### config.mk
export PLATFORM = sky130hd
export DESIGN_NAME = fetch_sequencer
export DESIGN_NICKNAME = d
export VERILOG_FILES = /design/src/rtl/fetch_sequencer.sv
export SDC_FILE = /design/constraint.sdc
export NUM_CORES = 1
export LEC_CHECK = 0
export BUFFER_PORTS_ARGS = -buffer_cell sky130_fd_sc_hd__buf_2
export CORE_MARGIN = 2
export CORE_UTILIZATION = 48
export DETAILED_ROUTE_END_ITERATION = 12
export GPL_TIMING_DRIVEN = 0
export PLACE_DENSITY_LB_ADDON = 0.2
export SYNTH_ARGS = -nofsm -noshare
export SYNTH_HDL_FRONTEND = slang
export SYNTH_SLANG_ARGS = --single-unit
### constraint.sdc
create_clock -name Clk -period 2.7 [get_ports Clk]
set_clock_uncertainty 0.1 [all_clocks]
set_input_delay 0.54 -clock Clk [delete_from_list [all_inputs] [get_ports Clk]]
set_output_delay 0.54 -clock Clk [all_outputs]
set_load 0.05 [all_outputs]
### src/rtl/fetch_sequencer.sv
// fetch_sequencer: program counter and fetch controller for the instruction ROM.
// It runs an IDLE -> RUN -> HALT state machine with a Start handshake.
// In RUN the counter steps by one each cycle. It also takes absolute jumps
// and signed relative branches from the decoder.
// Optional feature macro: FETCH_PERF_CNT_EN. When it is defined, the CycleCnt
// port counts issued instructions and saturates at 16'hFFFF.
module fetch_sequencer #(
  parameter int D    = 12,
  parameter int OFFW = 8
) (
  input  logic            Clk,
  input  logic            Reset,
  input  logic            Start,
  input  logic [D-1:0]    StartAddr,
  input  logic            Stall,
  input  logic            Jump,
  input  logic [D-1:0]    JumpAddr,
  input  logic            Branch,
  input  logic [OFFW-1:0] BrOffset,
  input  logic            HaltReq,
  output logic [D-1:0]    PrgCtr,
  output logic            InstValid,
  output logic            Busy,
`ifdef FETCH_PERF_CNT_EN
  output logic            Done,
  output logic [15:0]     CycleCnt
`else
  output logic            Done
`endif
);

  typedef enum logic [1:0] {
    IDLE = 2'd0,
    RUN  = 2'd1,
    HALT = 2'd2
  } state_t;

  state_t         state_q;
  logic [D-1:0]   pc_q;
  logic           busy_q;
  logic           done_q;
  logic [D-1:0]   br_tgt_d;

  // Sign-extend the branch offset to the address width.
  // The addition then wraps modulo 2**D.
  function automatic logic [D-1:0] branch_target(input logic [D-1:0]    pc,
                                                 input logic [OFFW-1:0] off);
    logic signed [D-1:0] off_sext;
    off_sext = D'($signed(off));
    return pc + off_sext;
  endfunction

  // Relative branch target from the current PC.
  always_comb begin
    br_tgt_d = branch_target(pc_q, BrOffset);
  end

`ifdef FETCH_PERF_CNT_EN
  logic [15:0] cnt_q;

  // Issued-instruction counter. It is cleared on reset and on an accepted
  // Start, and it sticks at all-ones.
  always_ff @(posedge Clk) begin
    if (Reset) begin
      cnt_q <= '0;
    end else if ((state_q == IDLE || state_q == HALT) && Start) begin
      cnt_q <= '0;
    end else if (state_q == RUN && !Stall && cnt_q != 16'hFFFF) begin
      cnt_q <= cnt_q + 16'd1;
    end
  end

  assign CycleCnt = cnt_q;
`endif

  // Fetch state machine. The next PC priority in RUN is:
  // stall, halt, jump, branch, then sequential.
  always_ff @(posedge Clk) begin
    if (Reset) begin
      state_q <= IDLE;
      pc_q    <= '0;
      busy_q  <= 1'b0;
      done_q  <= 1'b0;
    end else begin
      done_q <= 1'b0;
      case (state_q)
        IDLE, HALT: begin
          if (Start) begin
            pc_q    <= StartAddr;
            state_q <= RUN;
            busy_q  <= 1'b1;
          end
        end
        RUN: begin
          if (!Stall) begin
            if (HaltReq) begin
              state_q <= HALT;
              busy_q  <= 1'b0;
              done_q  <= 1'b1;
            end else if (Jump) begin
              pc_q <= JumpAddr;
            end else if (Branch) begin
              pc_q <= br_tgt_d;
            end else begin
              pc_q <= pc_q + D'(1);
            end
          end
        end
        default: begin
          state_q <= IDLE;
          busy_q  <= 1'b0;
        end
      endcase
    end
  end

  assign PrgCtr    = pc_q;
  assign Busy      = busy_q;
  assign Done      = done_q;
  assign InstValid = (state_q == RUN) && !Stall;

endmodule

Yosys cells after proc, flatten, opt, wreduce, memory -nomap -nowiden

Index checks and enable logic that the tools add are counted.

Output and inout port bits: 15
Bits of input ports: 39
Word-level logic and storage cells: 36
Flip-flop bits (word level): 16

Bitwise gates (word level): 1
Multiplexer cells: 15
Reduce and logical (&&, ||, !) cells: 8
Equal/unequal tests: 6
Add/subtract/negate cells: 2

Operator list:

| kind                                                            | count |
|---|---|
| 12-bit 2-to-1 mux                                               | 5 |
| 12-bit one-hot mux with 2 select lines                          | 1 |
| 12-bit by 1-bit adder with 12-bit output, second input constant | 1 |
| 12-bit adder                                                    | 1 |
| 2-bit inequality test, second input constant                    | 4 |
| 2-bit 2-to-1 mux                                                | 3 |
| 1-bit 2-to-1 mux                                                | 4 |
| 2-bit one-hot mux with 2 select lines                           | 1 |
| 4-bit AND reduction                                             | 1 |
| 3-bit AND reduction                                             | 1 |
| 3-bit OR reduction                                              | 1 |
| 2-bit by 1-bit == test with 1-bit output, second input constant | 1 |
| 2-bit == test, second input constant                            | 1 |
| 2-bit logical NOT                                               | 1 |
| 1-bit one-hot mux with 2 select lines                           | 1 |
| 2-bit nonzero test                                              | 1 |
| 2-bit OR reduction                                              | 1 |
| 1-bit logical AND                                               | 1 |
| 1-bit logical NOT                                               | 1 |
| 1-bit inverter                                                  | 1 |

Depth between registers and ports, before layout

Depth after elaboration: 6
Mapped depth: 10
Gate-level depth less buffers: 10

Least setup slack after synthesis

OpenSTA, ideal clock, no wires.

Path type: register to register
Start point: reg pc_q[0] (netlist: PrgCtr[0])
End point: reg pc_q[10] (netlist: PrgCtr[10])
Data arrival time: 2.374 ns
Buffers on the path: 0
Path slack: 0.106 ns
Clock period less this slack: 2.594 ns
Stages on the path, launching flop included: 10
Library setup time: 0.120 ns
Required time: 2.480 ns
Cell sequence: dfxtp_1 ha_1 inv_1 fa_1 nand2b_1 nand2b_1 a21oi_1 mux2_4 a21o_1 a211o_1

Word-level cells in the longest chain between the ends: 6
Elaborated cells between the ends (all ways): 7
Classes of those cells: add/sub: 2; mux: 5

RTL lines:

| what                                                                     | line    | source |
|---|---|---|
| start: declaration                                                       | 39      | `logic [D-1:0] pc_q;` |
| start signal: assignment                                                 | 89      | `pc_q <= StartAddr;` |
| start signal: assignment                                                 | 101     | `pc_q <= JumpAddr;` |
| start signal: assignment                                                 | 103     | `pc_q <= br_tgt_d;` |
| 12-bit by 1-bit adder with 12-bit output or 12-bit adder (tied branches) | 105, 50 |  |
| 12-bit 2-to-1 mux (*)                                                    | 102     | `end else if (Branch) begin` |
| 12-bit 2-to-1 mux (*)                                                    | 100     | `end else if (Jump) begin` |
| 12-bit 2-to-1 mux (*)                                                    | 96      | `if (HaltReq) begin` |
| 12-bit 2-to-1 mux (*)                                                    | 95      | `if (!Stall) begin` |
| 12-bit one-hot mux with 2 select lines (*)                               | 86      | `case (state_q)` |

Every way passes the cells marked *; elsewhere a longest branch is shown, timed or not. The select of a mux whose other input is x is not followed.
A chain may end at the register's enable or synchronous reset.

Worst setup path in the final report

Start point: in Branch
End point: reg pc_q[10] (netlist: PrgCtr[10])

Word-level cells in the longest chain between the ends: 5

RTL lines:

| what                                   | line | source |
|---|---|---|
| start: declaration                     | 18   | `input logic Branch,` |
| 12-bit 2-to-1 mux                      | 102  |  |
| 12-bit 2-to-1 mux                      | 100  |  |
| 12-bit 2-to-1 mux                      | 96   |  |
| 12-bit 2-to-1 mux                      | 95   |  |
| 12-bit one-hot mux with 2 select lines | 86   |  |

Every way passes these cells. The select of a mux whose other input is x is not followed.

==> flow_summary.json <==
{
  "grt_max_degree": 11,
  "avgSynthCellArea_sq_um": 7.46,
  "final_cell_area_sq_um": 1710,
  "cpMostUsedCell": "nand2b_1",
  "coreArea_sq_um": 2730,
  "yosys-top-cells-area": "dfxtp_1 23%, a21oi_1 6.6%, ha_1 6.4%, nor2_1 6.3%, a211oi_1 4.4%",
  "clockBufferDepth": 2,
  "path_class": "in2reg",
  "hp-class": "reg2reg",
  "power_uw": 752,
  "synth_seq_cells": 16,
  "cp.arrival_ns": 2.63,
  "antenna_found_initial": 0,
  "ir_drop_uv": 312,
  "synth-edff-count": 0,
  "insertion_delay_ns": 0.30,
  "routed_wirelength_mm": 3.81,
  "drt_iter0_drc": 69,
  "drc": 0,
  "crit_family": "compound AO/OA/AOI/OAI gates",
  "ys_warn_count": 0,
  "cts_made_buffers": 3,
  "dieArea_sq_um": 3290,
  "initial_core_util_pct": 49.9,
  "place_area_sq_um": 1660,
  "syn_inst": 183,
  "dp_hpwl_mm": 2.85,
  "tritoncts": "yes",
  "cts.htree.levels": 1,
  "status": "complete, no violations",
  "ys_dominant_reg_cell": "dfxtp_1",
  "hold_path.startpoint": "Busy",
  "cts-root-buf": "clkbuf_4",
  "critPathLaunch": "Branch",
  "cpPeakStageDelay_ns": 0.32,
  "worstPathCellList": "buf_2 > or2b_1 > ha_1 > inv_1 > fa_1 > nand2b_1 > nand2b_1 > a21oi_2 > mux2_4 > a21o_1 > a211o_1",
  "first_pass_iters": 4,
  "fin_crit_ns": 2.54,
  "cp_slowest_cell": "mux2_4",
  "grt_pass1_vias": 1405,
  "slew_violations": 0,
  "avgViaCountPerCell": 5.71,
  "period_share_pct": 94.1,
  "crit_fanout": 8,
  "final_common_cell": "buf_2",
  "syn2layout_area_growth_pct": 25.0,
  "mostFrequentLayoutCells": "52 x buf_2, 23 x nor2_1, 17 x a21oi_1, 16 x dfxtp_1, 10 x nand2_1",
  "antenna_cells": 0,
  "vias": 1541,
  "numPortBuffers": 51,
  "crit_path_end_kind": "flip-flop",
  "yosysUniqueCellTypes": 47,
  "fillCellCount": 275,
  "cp_data_required_time_ns": 2.79,
  "holdBufCountCts": 0,
  "syn_nets": 230,
  "pin_count": 54,
  "synth_top_area_share_pct": 23.5,
  "antenna_left": 0,
  "clkTransAtPathRegs_ns": 0.11,
  "cellLeakagePower_uw": 0.000802,
  "netlist_area_sq_um": 1370,
  "final_nets": 287,
  "die_w_um": 57.3,
  "gp_congestion": 0.788,
  "drive_gt1_share_pct": 31.8,
  "max_freq_mhz": 393,
  "tightest_slew_ns": 0.555,
  "yosys.area.top_type": "dfxtp_1",
  "grt_pass1_wl_mm": 6.26,
  "cts_sinks": 16,
  "path_buf_inv": 2,
  "r2r-start": "PrgCtr[0]",
  "die_height_um": 57.3,
  "synthArstFlopShare_pct": 0,
  "cap_violations": 0,
  "grt_usage_pct": 24.4,
  "powerDensity_nw_per_um2": 441,
  "cp-start-kind": "input port",
  "slew_headroom_pct": 63.0,
  "seq_area_frac_synth_pct": 23.5,
  "avgRoutedWirePerCell_um": 14.1,
  "hold_violations": 0,
  "rsz0062_at_grt": "no",
  "setup_violations": 0,
  "gr-total-overflow": 0,
  "rows": 19
}
## sequential cells by signal (all words and copies together) (netlist names)
register / flops
PrgCtr: 12
Busy: 1
Done: 1
state_q: 2
## cells in the mapped netlist (2+ instances only)
master / number
nor2_1: 23
a31oi_1: 2
inv_1: 9
clkbuf_1: 7
nor3b_1: 3
and2_2: 6
a32oi_1: 2
o21bai_1: 2
nand2_1: 10
ha_1: 7
or2_2: 4
xnor2_1: 4
nand3_1: 7
a21o_1: 2
a21oi_2: 2
o21ai_0: 6
mux2i_1: 4
a211oi_1: 8
dfxtp_1: 16
nor3_1: 7
nor4_1: 2
a21oi_1: 18
nand2b_1: 6
and3_1: 2
o211ai_1: 2
## layout make-up
cell class,count,area [sq um],share of cell area (%)
Buffer,9,42.5,2.49
Clock buffer,4,36.3,2.13
Inverter,9,33.8,1.98
Multi-Input combinational cell,149,972,57.0
Sequential cell,16,320,18.8
Tap cell,31,38.8,2.27
Timing Repair Buffer,52,263,15.4
## tightest hold or removal path, stage by stage (launching register included)
cell	delay, ns
dfxtp_1	0.33
nand3b_1	0.08
a21oi_1	0.05
## power breakdown
part,internal [uW],switching (uW)
clock network,82.2,85.5
logic,112,196
registers,256,20.0
## timing repair
| action | 4_1_cts | 5_1_grt |
|---|---|---|
| setup buffers | 0 | 1 |
| setup endpoints to repair | 0 | 1 |
| resized for setup | 0 | 1 |
## kinds of logic after synthesis
logic type	share of synthesized area (%)
compound gates	24.3
xor+xnor	3.21
fa+ha+maj	7.88
buf+inv	5.59
flops	23.5
mux	4.03
simple gates	31.5
## metal layers
layer,share of wire (%),global-route usage [%]
met5,0,0
met4,1.5,8.97
met3,5.6,2.27
met2,48,41.2
met1,45,32.3
## path summary, 6_finish.rpt
path	to	slack (ns)	depth (start not counted)
max	PrgCtr[10]	0.16	11
min	Busy	0.40	2
max reg2reg	PrgCtr[10]	0.33	9
min reg2reg	Busy	0.40	2
## metrics by stage
| step | hold slack [ns] | setup TNS [ns] | instances | utilization, % | setup slack [ns] |
|---|---|---|---|---|---|
| 6_report | 0.400 | 0 | 270 | 62.4 | 0.158 |
| 5_1_grt | 0.425 | 0 | 270 | 62.4 | 0.0130 |
| 4_1_cts | 0.405 | 0 | 269 | 62.0 | 0.0366 |
| 3_5_place_dp | 0.388 | -0.292 | 265 | 60.7 | -0.256 |
| 3_3_place_gp | 0.386 | -0.245 | 265 | 60.7 | -0.229 |
| 2_1_floorplan | 0.464 | 0 | 183 | - | 0.106 |
No activity file was read; power rests on OpenSTA's default activity.
